**config.mk**
```make
export PLATFORM = sky130hd
export DESIGN_NAME = operand_load_sched
export DESIGN_NICKNAME = d
export VERILOG_FILES = /design/src/rtl/operand_load_sched.sv
export SDC_FILE = /design/constraint.sdc
export NUM_CORES = 1
export LEC_CHECK = 0
export CORE_MARGIN = 5
export CORE_UTILIZATION = 49
export DETAILED_ROUTE_END_ITERATION = 7
export HOLD_SLACK_MARGIN = 0.06
export PLACE_DENSITY = 0.83
export SETUP_SLACK_MARGIN = 0.1
export SLEW_MARGIN = 20
export SYNTH_ARGS = -nofsm -noshare
export SYNTH_HDL_FRONTEND = slang
export SYNTH_SLANG_ARGS = --single-unit
```
**constraint.sdc**
```tcl
create_clock -name clk -period 3 [get_ports clk]
set_clock_uncertainty 0.1 [all_clocks]
set_input_delay 0.3 -clock clk [delete_from_list [all_inputs] [get_ports clk]]
set_output_delay 0.3 -clock clk [all_outputs]
set_load 0.02 [all_outputs]
```
**src/rtl/operand_load_sched.sv**
```systemverilog
// ---------------------------------------------------------------------------
// operand_load_sched
//
// Purpose:
//   Loads one operand frame from the UART byte stream into two BRAMs and then
//   streams both BRAMs to the Booth systolic array.
//   - Bytes 0..DEPTH-1 of a frame are written to BRAM A.
//   - Bytes DEPTH..2*DEPTH-1 are written to BRAM B.
//   - Both BRAMs are then read out in lockstep, one address per cycle.
//   - The block waits for the array's done pulse before it accepts the next frame.
//
// Optional feature (macro FRAME_CHECKSUM_EN):
//   - After the payload, one extra checksum byte is taken. It is the modulo-2**DATA_W
//     sum of all 2*DEPTH payload bytes.
//   - On a match the frame is streamed.
//   - On a mismatch o_err pulses for one cycle and the frame is discarded.
//   - Without the macro there is no CHECK state and no o_err port.
//
// Ports:
//   clk          single clock
//   reset        asynchronous, active-low reset
//   i_rx_data    received byte
//   i_rx_valid   1-cycle strobe qualifying i_rx_data
//   o_wea/o_web  BRAM A / BRAM B write enables (never both high)
//   o_waddr      shared write address
//   o_wdata      shared write data
//   o_raddr      shared read address
//   o_sa_valid   BRAM outputs hold the operand pair this cycle
//   o_sa_last    final pair (index DEPTH-1), only together with o_sa_valid
//   i_sa_done    1-cycle completion pulse from the array
//   o_busy       high in STREAM and WAIT_DONE
//   o_ovf        sticky: a byte arrived while busy and was dropped
//   o_err        (FRAME_CHECKSUM_EN only) 1-cycle checksum-mismatch pulse
//   o_dbg_state  current FSM state, for observation only
//
// Parameters:
//   DEPTH must satisfy 2 <= DEPTH <= 2**ADDR_W.
//   RD_LATENCY must be in the range 1..3.
// ---------------------------------------------------------------------------
module operand_load_sched #(
    parameter int DATA_W     = 8,
    parameter int ADDR_W     = 4,
    parameter int DEPTH      = 16,
    parameter int RD_LATENCY = 1
) (
    input  logic              clk,
    input  logic              reset,
    input  logic [DATA_W-1:0] i_rx_data,
    input  logic              i_rx_valid,
    output logic              o_wea,
    output logic              o_web,
    output logic [ADDR_W-1:0] o_waddr,
    output logic [DATA_W-1:0] o_wdata,
    output logic [ADDR_W-1:0] o_raddr,
    output logic              o_sa_valid,
    output logic              o_sa_last,
    input  logic              i_sa_done,
    output logic              o_busy,
    output logic              o_ovf,
`ifdef FRAME_CHECKSUM_EN
    output logic              o_err,
`endif
    output logic [2:0]        o_dbg_state
);

    // Handshake semantics:
    //   - i_rx_valid is a fire-and-forget strobe with no ready.
    //   - A byte is taken whenever i_rx_valid is high in a loading (or check) state.
    //   - In STREAM/WAIT_DONE the byte is lost and o_ovf records that.
    //   - o_sa_valid is likewise a strobe; the array is assumed always able to accept.

    localparam logic [2:0] S_LOAD_A    = 3'd0;
    localparam logic [2:0] S_LOAD_B    = 3'd1;
    localparam logic [2:0] S_STREAM    = 3'd2;
    localparam logic [2:0] S_WAIT_DONE = 3'd3;
`ifdef FRAME_CHECKSUM_EN
    localparam logic [2:0] S_CHECK     = 3'd4;
`endif

    localparam logic [ADDR_W-1:0] LAST = ADDR_W'(DEPTH - 1);

    logic [2:0]            r_state;
    logic [2:0]            w_next;
    logic [ADDR_W-1:0]     r_cnt;
    logic [ADDR_W-1:0]     r_raddr;
    logic                  r_wea;
    logic                  r_web;
    logic [ADDR_W-1:0]     r_waddr;
    logic [DATA_W-1:0]     r_wdata;
    logic                  r_ovf;
    logic [RD_LATENCY-1:0] r_vpipe;
    logic [RD_LATENCY-1:0] r_lpipe;

    logic w_cnt_last;
    logic w_raddr_last;
    logic w_accept_a;
    logic w_accept_b;
    logic w_issue;
    logic w_drop;
    logic w_done;
    logic w_busy;

`ifdef FRAME_CHECKSUM_EN
    logic [DATA_W-1:0] r_sum;
    logic              r_err;
    logic              w_check_strobe;
    logic              w_check_bad;
`endif

    assign w_cnt_last   = (r_cnt == LAST);
    assign w_raddr_last = (r_raddr == LAST);

    // ---------------------------------------------------------------
    // FSM: state register
    // ---------------------------------------------------------------
    always_ff @(posedge clk or negedge reset) begin
        if (!reset) begin
            r_state <= S_LOAD_A;
        end else begin
            r_state <= w_next;
        end
    end

    // ---------------------------------------------------------------
    // FSM: next-state logic
    // ---------------------------------------------------------------
    always_comb begin
        w_next = r_state;
        case (r_state)
            S_LOAD_A: begin
                if (i_rx_valid && w_cnt_last) begin
                    w_next = S_LOAD_B;
                end
            end

            S_LOAD_B: begin
                if (i_rx_valid && w_cnt_last) begin
`ifdef FRAME_CHECKSUM_EN
                    w_next = S_CHECK;
`else
                    w_next = S_STREAM;
`endif
                end
            end

`ifdef FRAME_CHECKSUM_EN
            S_CHECK: begin
                if (w_check_strobe) begin
                    w_next = w_check_bad ? S_LOAD_A : S_STREAM;
                end
            end
`endif

            S_STREAM: begin
                if (w_raddr_last) begin
                    w_next = S_WAIT_DONE;
                end
            end

            // The done pulse is honoured even while valids are still draining.
            S_WAIT_DONE: begin
                if (w_done) begin
                    w_next = S_LOAD_A;
                end
            end

            default: w_next = S_LOAD_A;
        endcase
    end

    // ---------------------------------------------------------------
    // FSM: output / strobe decode
    // ---------------------------------------------------------------
    always_comb begin
        w_accept_a = 1'b0;
        w_accept_b = 1'b0;
        w_issue    = 1'b0;
        w_drop     = 1'b0;
        w_done     = 1'b0;
        w_busy     = 1'b0;
`ifdef FRAME_CHECKSUM_EN
        w_check_strobe = 1'b0;
        w_check_bad    = 1'b0;
`endif
        case (r_state)
            S_LOAD_A: begin
                w_accept_a = i_rx_valid;
            end

            S_LOAD_B: begin
                w_accept_b = i_rx_valid;
            end

`ifdef FRAME_CHECKSUM_EN
            S_CHECK: begin
                w_check_strobe = i_rx_valid;
                w_check_bad    = i_rx_valid && (i_rx_data != r_sum);
            end
`endif

            S_STREAM: begin
                w_issue = 1'b1;
                w_busy  = 1'b1;
                w_drop  = i_rx_valid;
            end

            S_WAIT_DONE: begin
                w_busy = 1'b1;
                w_drop = i_rx_valid;
                w_done = i_sa_done;
            end

            default: begin
            end
        endcase
    end

    // ---------------------------------------------------------------
    // Datapath registers
    // ---------------------------------------------------------------
    always_ff @(posedge clk or negedge reset) begin
        if (!reset) begin
            r_cnt   <= '0;
            r_raddr <= '0;
            r_wea   <= 1'b0;
            r_web   <= 1'b0;
            r_waddr <= '0;
            r_wdata <= '0;
            r_ovf   <= 1'b0;
            r_vpipe <= '0;
            r_lpipe <= '0;
        end else begin
            // Write path: one registered cycle behind the accepted strobe.
            r_wea <= w_accept_a;
            r_web <= w_accept_b;
            if (w_accept_a || w_accept_b) begin
                r_waddr <= r_cnt;
                r_wdata <= i_rx_data;
                r_cnt   <= w_cnt_last ? '0 : r_cnt + 1'b1;
            end

            // Read address:
            //   - Steps through the BRAM during STREAM.
            //   - Parks on the last entry in WAIT_DONE.
            //   - Returns to 0 on done.
            if (w_issue) begin
                if (!w_raddr_last) begin
                    r_raddr <= r_raddr + 1'b1;
                end
            end else if (w_done) begin
                r_raddr <= '0;
            end

            if (w_drop) begin
                r_ovf <= 1'b1;
            end

            // Valid/last travel alongside the BRAM read latency.
            // They keep shifting after STREAM ends, so the pipeline drains naturally.
            r_vpipe[0] <= w_issue;
            r_lpipe[0] <= w_issue && w_raddr_last;
            for (int i = 1; i < RD_LATENCY; i++) begin
                r_vpipe[i] <= r_vpipe[i-1];
                r_lpipe[i] <= r_lpipe[i-1];
            end
        end
    end

`ifdef FRAME_CHECKSUM_EN
    // Running payload sum.
    // Every frame ends with a check byte, so it is cleared there.
    always_ff @(posedge clk or negedge reset) begin
        if (!reset) begin
            r_sum <= '0;
            r_err <= 1'b0;
        end else begin
            if (w_accept_a || w_accept_b) begin
                r_sum <= r_sum + i_rx_data;
            end else if (w_check_strobe) begin
                r_sum <= '0;
            end
            r_err <= w_check_bad;
        end
    end

    assign o_err = r_err;
`endif

    assign o_wea       = r_wea;
    assign o_web       = r_web;
    assign o_waddr     = r_waddr;
    assign o_wdata     = r_wdata;
    assign o_raddr     = r_raddr;
    assign o_sa_valid  = r_vpipe[RD_LATENCY-1];
    assign o_sa_last   = r_lpipe[RD_LATENCY-1];
    assign o_busy      = w_busy;
    assign o_ovf       = r_ovf;
    assign o_dbg_state = r_state;

endmodule

```
* Word-level counts from Yosys, hierarchy flattened *
Index checks and enable logic that the tools add are counted.
Widths: inputs -> output; s select.

word-level totals
  ROM bits = 0
  latch bits = 0
  memories kept = 0
  memory bits (writable) = 0
  input port bits = 12
  flip-flop bits (word level) = 28

cells by class
  bitwise operators = 0
  multiplexer cells = 15
  add/sub/neg operators = 2
  reductions and logical operators = 8
  eq/ne operators = 10
  div/mod/pow operators = 0
  $lt $le $gt $ge = 0
  $mul = 0
  shifts and indexed selects = 0

operators with widths
  cell                 count
  $mux 4               4
  $mux 3               4
  $pmux 3 s4           1
  $ne 2x2->1 const B   5
  $add 4x1->4 const B  2
  $eq 4x4->1 const B   2
  $eq 3x2->1 const B   2
  $mux 1               6
  $reduce_and 4->1     1
  $eq 3x1->1 const B   1
  $logic_not 3->1      1
  $logic_and 1x1->1    2
  $reduce_and 2->1     1
  $reduce_bool 2->1    1
  $reduce_or 2->1      1
  $logic_or 1x1->1     1

* Depth between registers and ports, before layout *
  depth in word-level cells = 4
  mapped depth = 6
  gate-level depth less buffers = 5

* Least setup slack after synthesis *
Ideal clock, no wire load.

  path kind = register to register
  start = register r_state[0] (netlist: o_dbg_state[0])
  end = register r_state[1] (netlist: o_dbg_state[1])
  arrival time = 1.726 ns
  path slack = 1.049 ns
  required time = 2.775 ns
  stages on the path, launching flop included = 6
  cell sequence = dfrtp_1 > inv_1 > ha_1 > or2_4 > a221oi_4 > mux2_4

between the ends
  word-level cells in the longest chain between the ends = 4

RTL lines
  what                               line      source
  from (decl)                        82        logic [2:0] r_state;
  from (signal assigned)             120       r_state <= w_next;
  $eq 3x2->1                         129, 185
  $mux 1                             185       case (r_state)
  $ne 2x2->1 (no source line)        --
  $reduce_and 4->1 (no source line)  --

Several ways; a longest one is shown, not always the timed one.
A chain may end at the register's enable or synchronous reset.

* Final worst setup path *
  start = register r_state[0] (netlist: o_dbg_state[0])
  end = output o_busy

between the ends
  word-level cells in the longest chain between the ends = 3

RTL lines
  what                                  line  source
  $eq 3x2->1                            185
  $reduce_or 2->1 (no source line) (*)  --
  $mux 1 (*)                            185
  to (decl)                             58    output logic o_busy,

Mark *: on every way between the ends. The rest lies on a longest branch, timed or not.

==> flow_metrics.py <==
metrics = {
    "run_status": {
        "status": "complete, no violations",
    },
    "floorplanning": {
        "die_w_um": 60,
        "pin_count": 37,
        "die_h_um": 60,
        "start_util_pct": 50.36,
        "die_area_um2": 3600,
        "num_rows": 18,
        "coreArea_um2": 2432,
    },
    "yosys": {
        "synth_cell_type_count": 33,
        "synth_edf_count": 0,
        "async_reset_ff_share_pct": 100.0,
        "ys_seq_area_share_pct": 55.16,
        "yosys-top-cells-area": "dfrtp_1 (55%), mux2_2 (11%), ha_1 (7.2%)",
        "ys_warn_count": 0,
        "yosys.area.top_type": "dfrtp_1",
        "yosys-top-cells-count": "dfrtp_1 (27), mux2_2 (12), ha_1 (7)",
        "syn_inst": 93,
        "postSynthNetCount": 112,
        "netlist_area_um2": 1225,
        "yosysMostFrequentCell": "dfrtp_1",
        "avgSynthCellArea_um2": 13.17,
        "synth_top_area_share_pct": 55.16,
        "yosys_most_used_dff": "dfrtp_1",
        "ys_seq_elements": 27,
    },
    "worst_setup_path": {
        "path_class": "reg2out",
        "rr_endpoint": "o_waddr[0]",
        "crit_arrival_ns": 2.10,
        "end_kind": "output port",
        "path_cells": "inv_1 -> ha_1 -> or2_2 -> clkdlybuf4s50_1",
        "regToRegSetupSlack_ns": 0.94,
        "slowest_stage": "clkdlybuf4s50_1",
        "r2r-start": "o_dbg_state[0]",
        "cp.required_ns": 2.60,
        "start_kind": "flip-flop",
        "reg2reg_depth": 4,
        "critical_path.max_stage_delay_ns": 0.55,
        "worstPathMaxFanout": 10,
    },
    "clocking": {
        "cts_sinks": 27,
        "cts_tree": "built",
        "post_cts_buffers": 0,
        "clk_latency_ns": 0.32,
        "cts_max_level": 1,
        "cts_resized": 0,
        "cts_max_path_buffers": 2,
        "cts_inserted_buffers": 3,
        "cts_hold_buf": 0,
        "clk_pin_slew_ns": 0.13,
        "clockRootBuffer": "clkbuf_4",
    },
    "hold_path": {
        "min_path_type": "in2async",
    },
    "power_and_ir_drop": {
        "switching_share_pct": 39.38,
        "power_leakage_nw": 0.7339,
        "p_seq_share_pct": 36.2,
        "pwr-share-comb_pct": 55.6,
        "power_density_nw_per_um2": 1131,
        "p_sw_w": 0.0007241,
        "ir_drop_mv": 0.7469,
        "p_clk_share_pct": 8.2,
        "p_int_w": 0.001115,
        "finalPower_w": 0.001839,
    },
    "drt": {
        "viasPerCell": 5.281,
        "drc_errors": 0,
        "routed_wl_um": 2463,
        "drt-initial-drc-count": 34,
        "first_pass_iters": 4,
        "wl_per_cell_um": 15.39,
        "drtAntennaViolNets": 0,
        "vias": 845,
    },
    "timing": {
        "hold_violations": 0,
        "setup_tns_ns": 0,
        "drv_slew": 0,
        "rsz0062_at_grt": "false",
        "worst_pin_slew_ns": 0.7372,
        "fmax_mhz": 399.9,
        "period_needed_ns": 2.500,
        "relSlewSlack_pct": 50.85,
        "setup_violations": 0,
        "post-route-period-util_pct": 83.35,
    },
    "grt": {
        "grt_pass1_wl_um": 4381,
        "grt.overflow.total": 0,
        "antenna_found_initial": 0,
        "grt_pass1_vias": 916,
        "grt_max_degree": 28,
        "track_usage_pct": 16.32,
    },
    "cells_and_area": {
        "nets": 150,
        "syn_to_final_growth_pct": 32.79,
        "fillers": 190,
        "antenna_cells": 0,
        "drive_gt1_share_pct": 18.46,
    },
    "placed_design": {
        "io_buffer_count": 35,
        "dp_hpwl_um": 1903,
        "gp_congestion": 0.8588,
    },
    "flow_run": {
        "max_cap_viol_count": 0,
    },
}
stage by stage:
step / area, um^2 / utilization [%] / cells / setup slack [ns] / hold slack [ns]
after floorplan: 1225 / - / 93 / 1.049 / -0.09559
after global placement: 1600 / 65.79 / 156 / 0.9234 / 0.3679
after detailed placement: 1600 / 65.79 / 156 / 0.8584 / 0.3776
after CTS: 1627 / 66.87 / 160 / 0.4695 / 0.2259
after global routing: 1627 / 66.87 / 160 / 0.3910 / 0.2475
final: 1627 / 66.87 / 160 / 0.4995 / 0.2251
worst max-delay path by stage:
stage | startpoint | endpoint
2_1_floorplan | o_dbg_state[0] | o_dbg_state[1]
3_3_place_gp | o_dbg_state[0] | o_busy
3_5_place_dp | o_dbg_state[0] | o_busy
4_1_cts | o_dbg_state[0] | o_busy
5_1_grt | o_dbg_state[0] | o_busy
6_report | o_dbg_state[0] | o_busy
power by group through the flow:
| stage | clock network, W | registers (W) | logic (W) |
|---|---|---|---|
| 2_1_floorplan | 0 | 0.000820 | 0.000470 |
| 3_3_place_gp | 0 | 0.000660 | 0.000994 |
| 3_5_place_dp | 0 | 0.000675 | 0.00104 |
| 4_1_cts | 0.000161 | 0.000666 | 0.00104 |
| 5_1_grt | 0.000167 | 0.000699 | 0.00111 |
| 6_report | 0.000151 | 0.000666 | 0.00102 |
layer usage:
layer  wire length (um)  GRT usage [%]
met1               1017          20.64
met2               1235          27.78
met5                  0              0
met4                 59          7.595
met3                150          1.728
cells in the final DEF (no fill, tap or decap), types with 2 or more instances in the layout:
cell type and instances:
mux2i_1 3, ha_1 7, a21o_1 2, clkbuf_4 3
clkdlybuf4s50_1 35, mux2_2 12, nand2_1 6, nand3_1 3
and3_1 2, inv_1 4, nor2_1 2, a21oi_1 2
dfrtp_1 27
worst max-delay path, delay by kind of cell (launching register included):
kind | cells | cell delay, ns
buffers and inverters | 2 | 0.65
adders and majority gates | 1 | 0.33
and+or+nand+nor | 1 | 0.36
DFF | 1 | 0.44
cell type report:
| cell class | instances | area [um^2] | share of cell area, % |
|---|---|---|---|
| well taps | 30 | 37.54 | 2.308 |
| repair buffers | 36 | 357.8 | 22.00 |
| flip-flops and latches | 27 | 675.6 | 41.54 |
| multi-input cells | 59 | 514.2 | 31.62 |
| clock buffers | 4 | 26.28 | 1.615 |
| inverters | 4 | 15.01 | 0.9231 |
logic make-up (layout without fill, tap and decap cells):
| logic type | count (synthesis) | after routing | share of synthesized area (%) |
|---|---|---|---|
| DFF | 27 | 27 | 55.16 |
| and+or+nand+nor | 22 | 22 | 10.52 |
| muxes | 16 | 16 | 14.71 |
| AOI/OAI and AO/OA | 12 | 12 | 8.581 |
| adders and majority gates | 7 | 7 | 7.150 |
| buffers and inverters | 7 | 44 | 2.859 |
| other | 1 | 1 | 0.3061 |
| xor gates and xnor gates | 1 | 1 | 0.7151 |
state kept, by name, indices dropped and copies added (netlist names):
name,count
o_wea,1
o_raddr,4
o_ovf,1
o_sa_valid,1
o_wdata,8
o_dbg_state,2
r_cnt,4
o_waddr,4
o_sa_last,1
o_web,1
No activity file was read; power rests on OpenSTA's default activity.
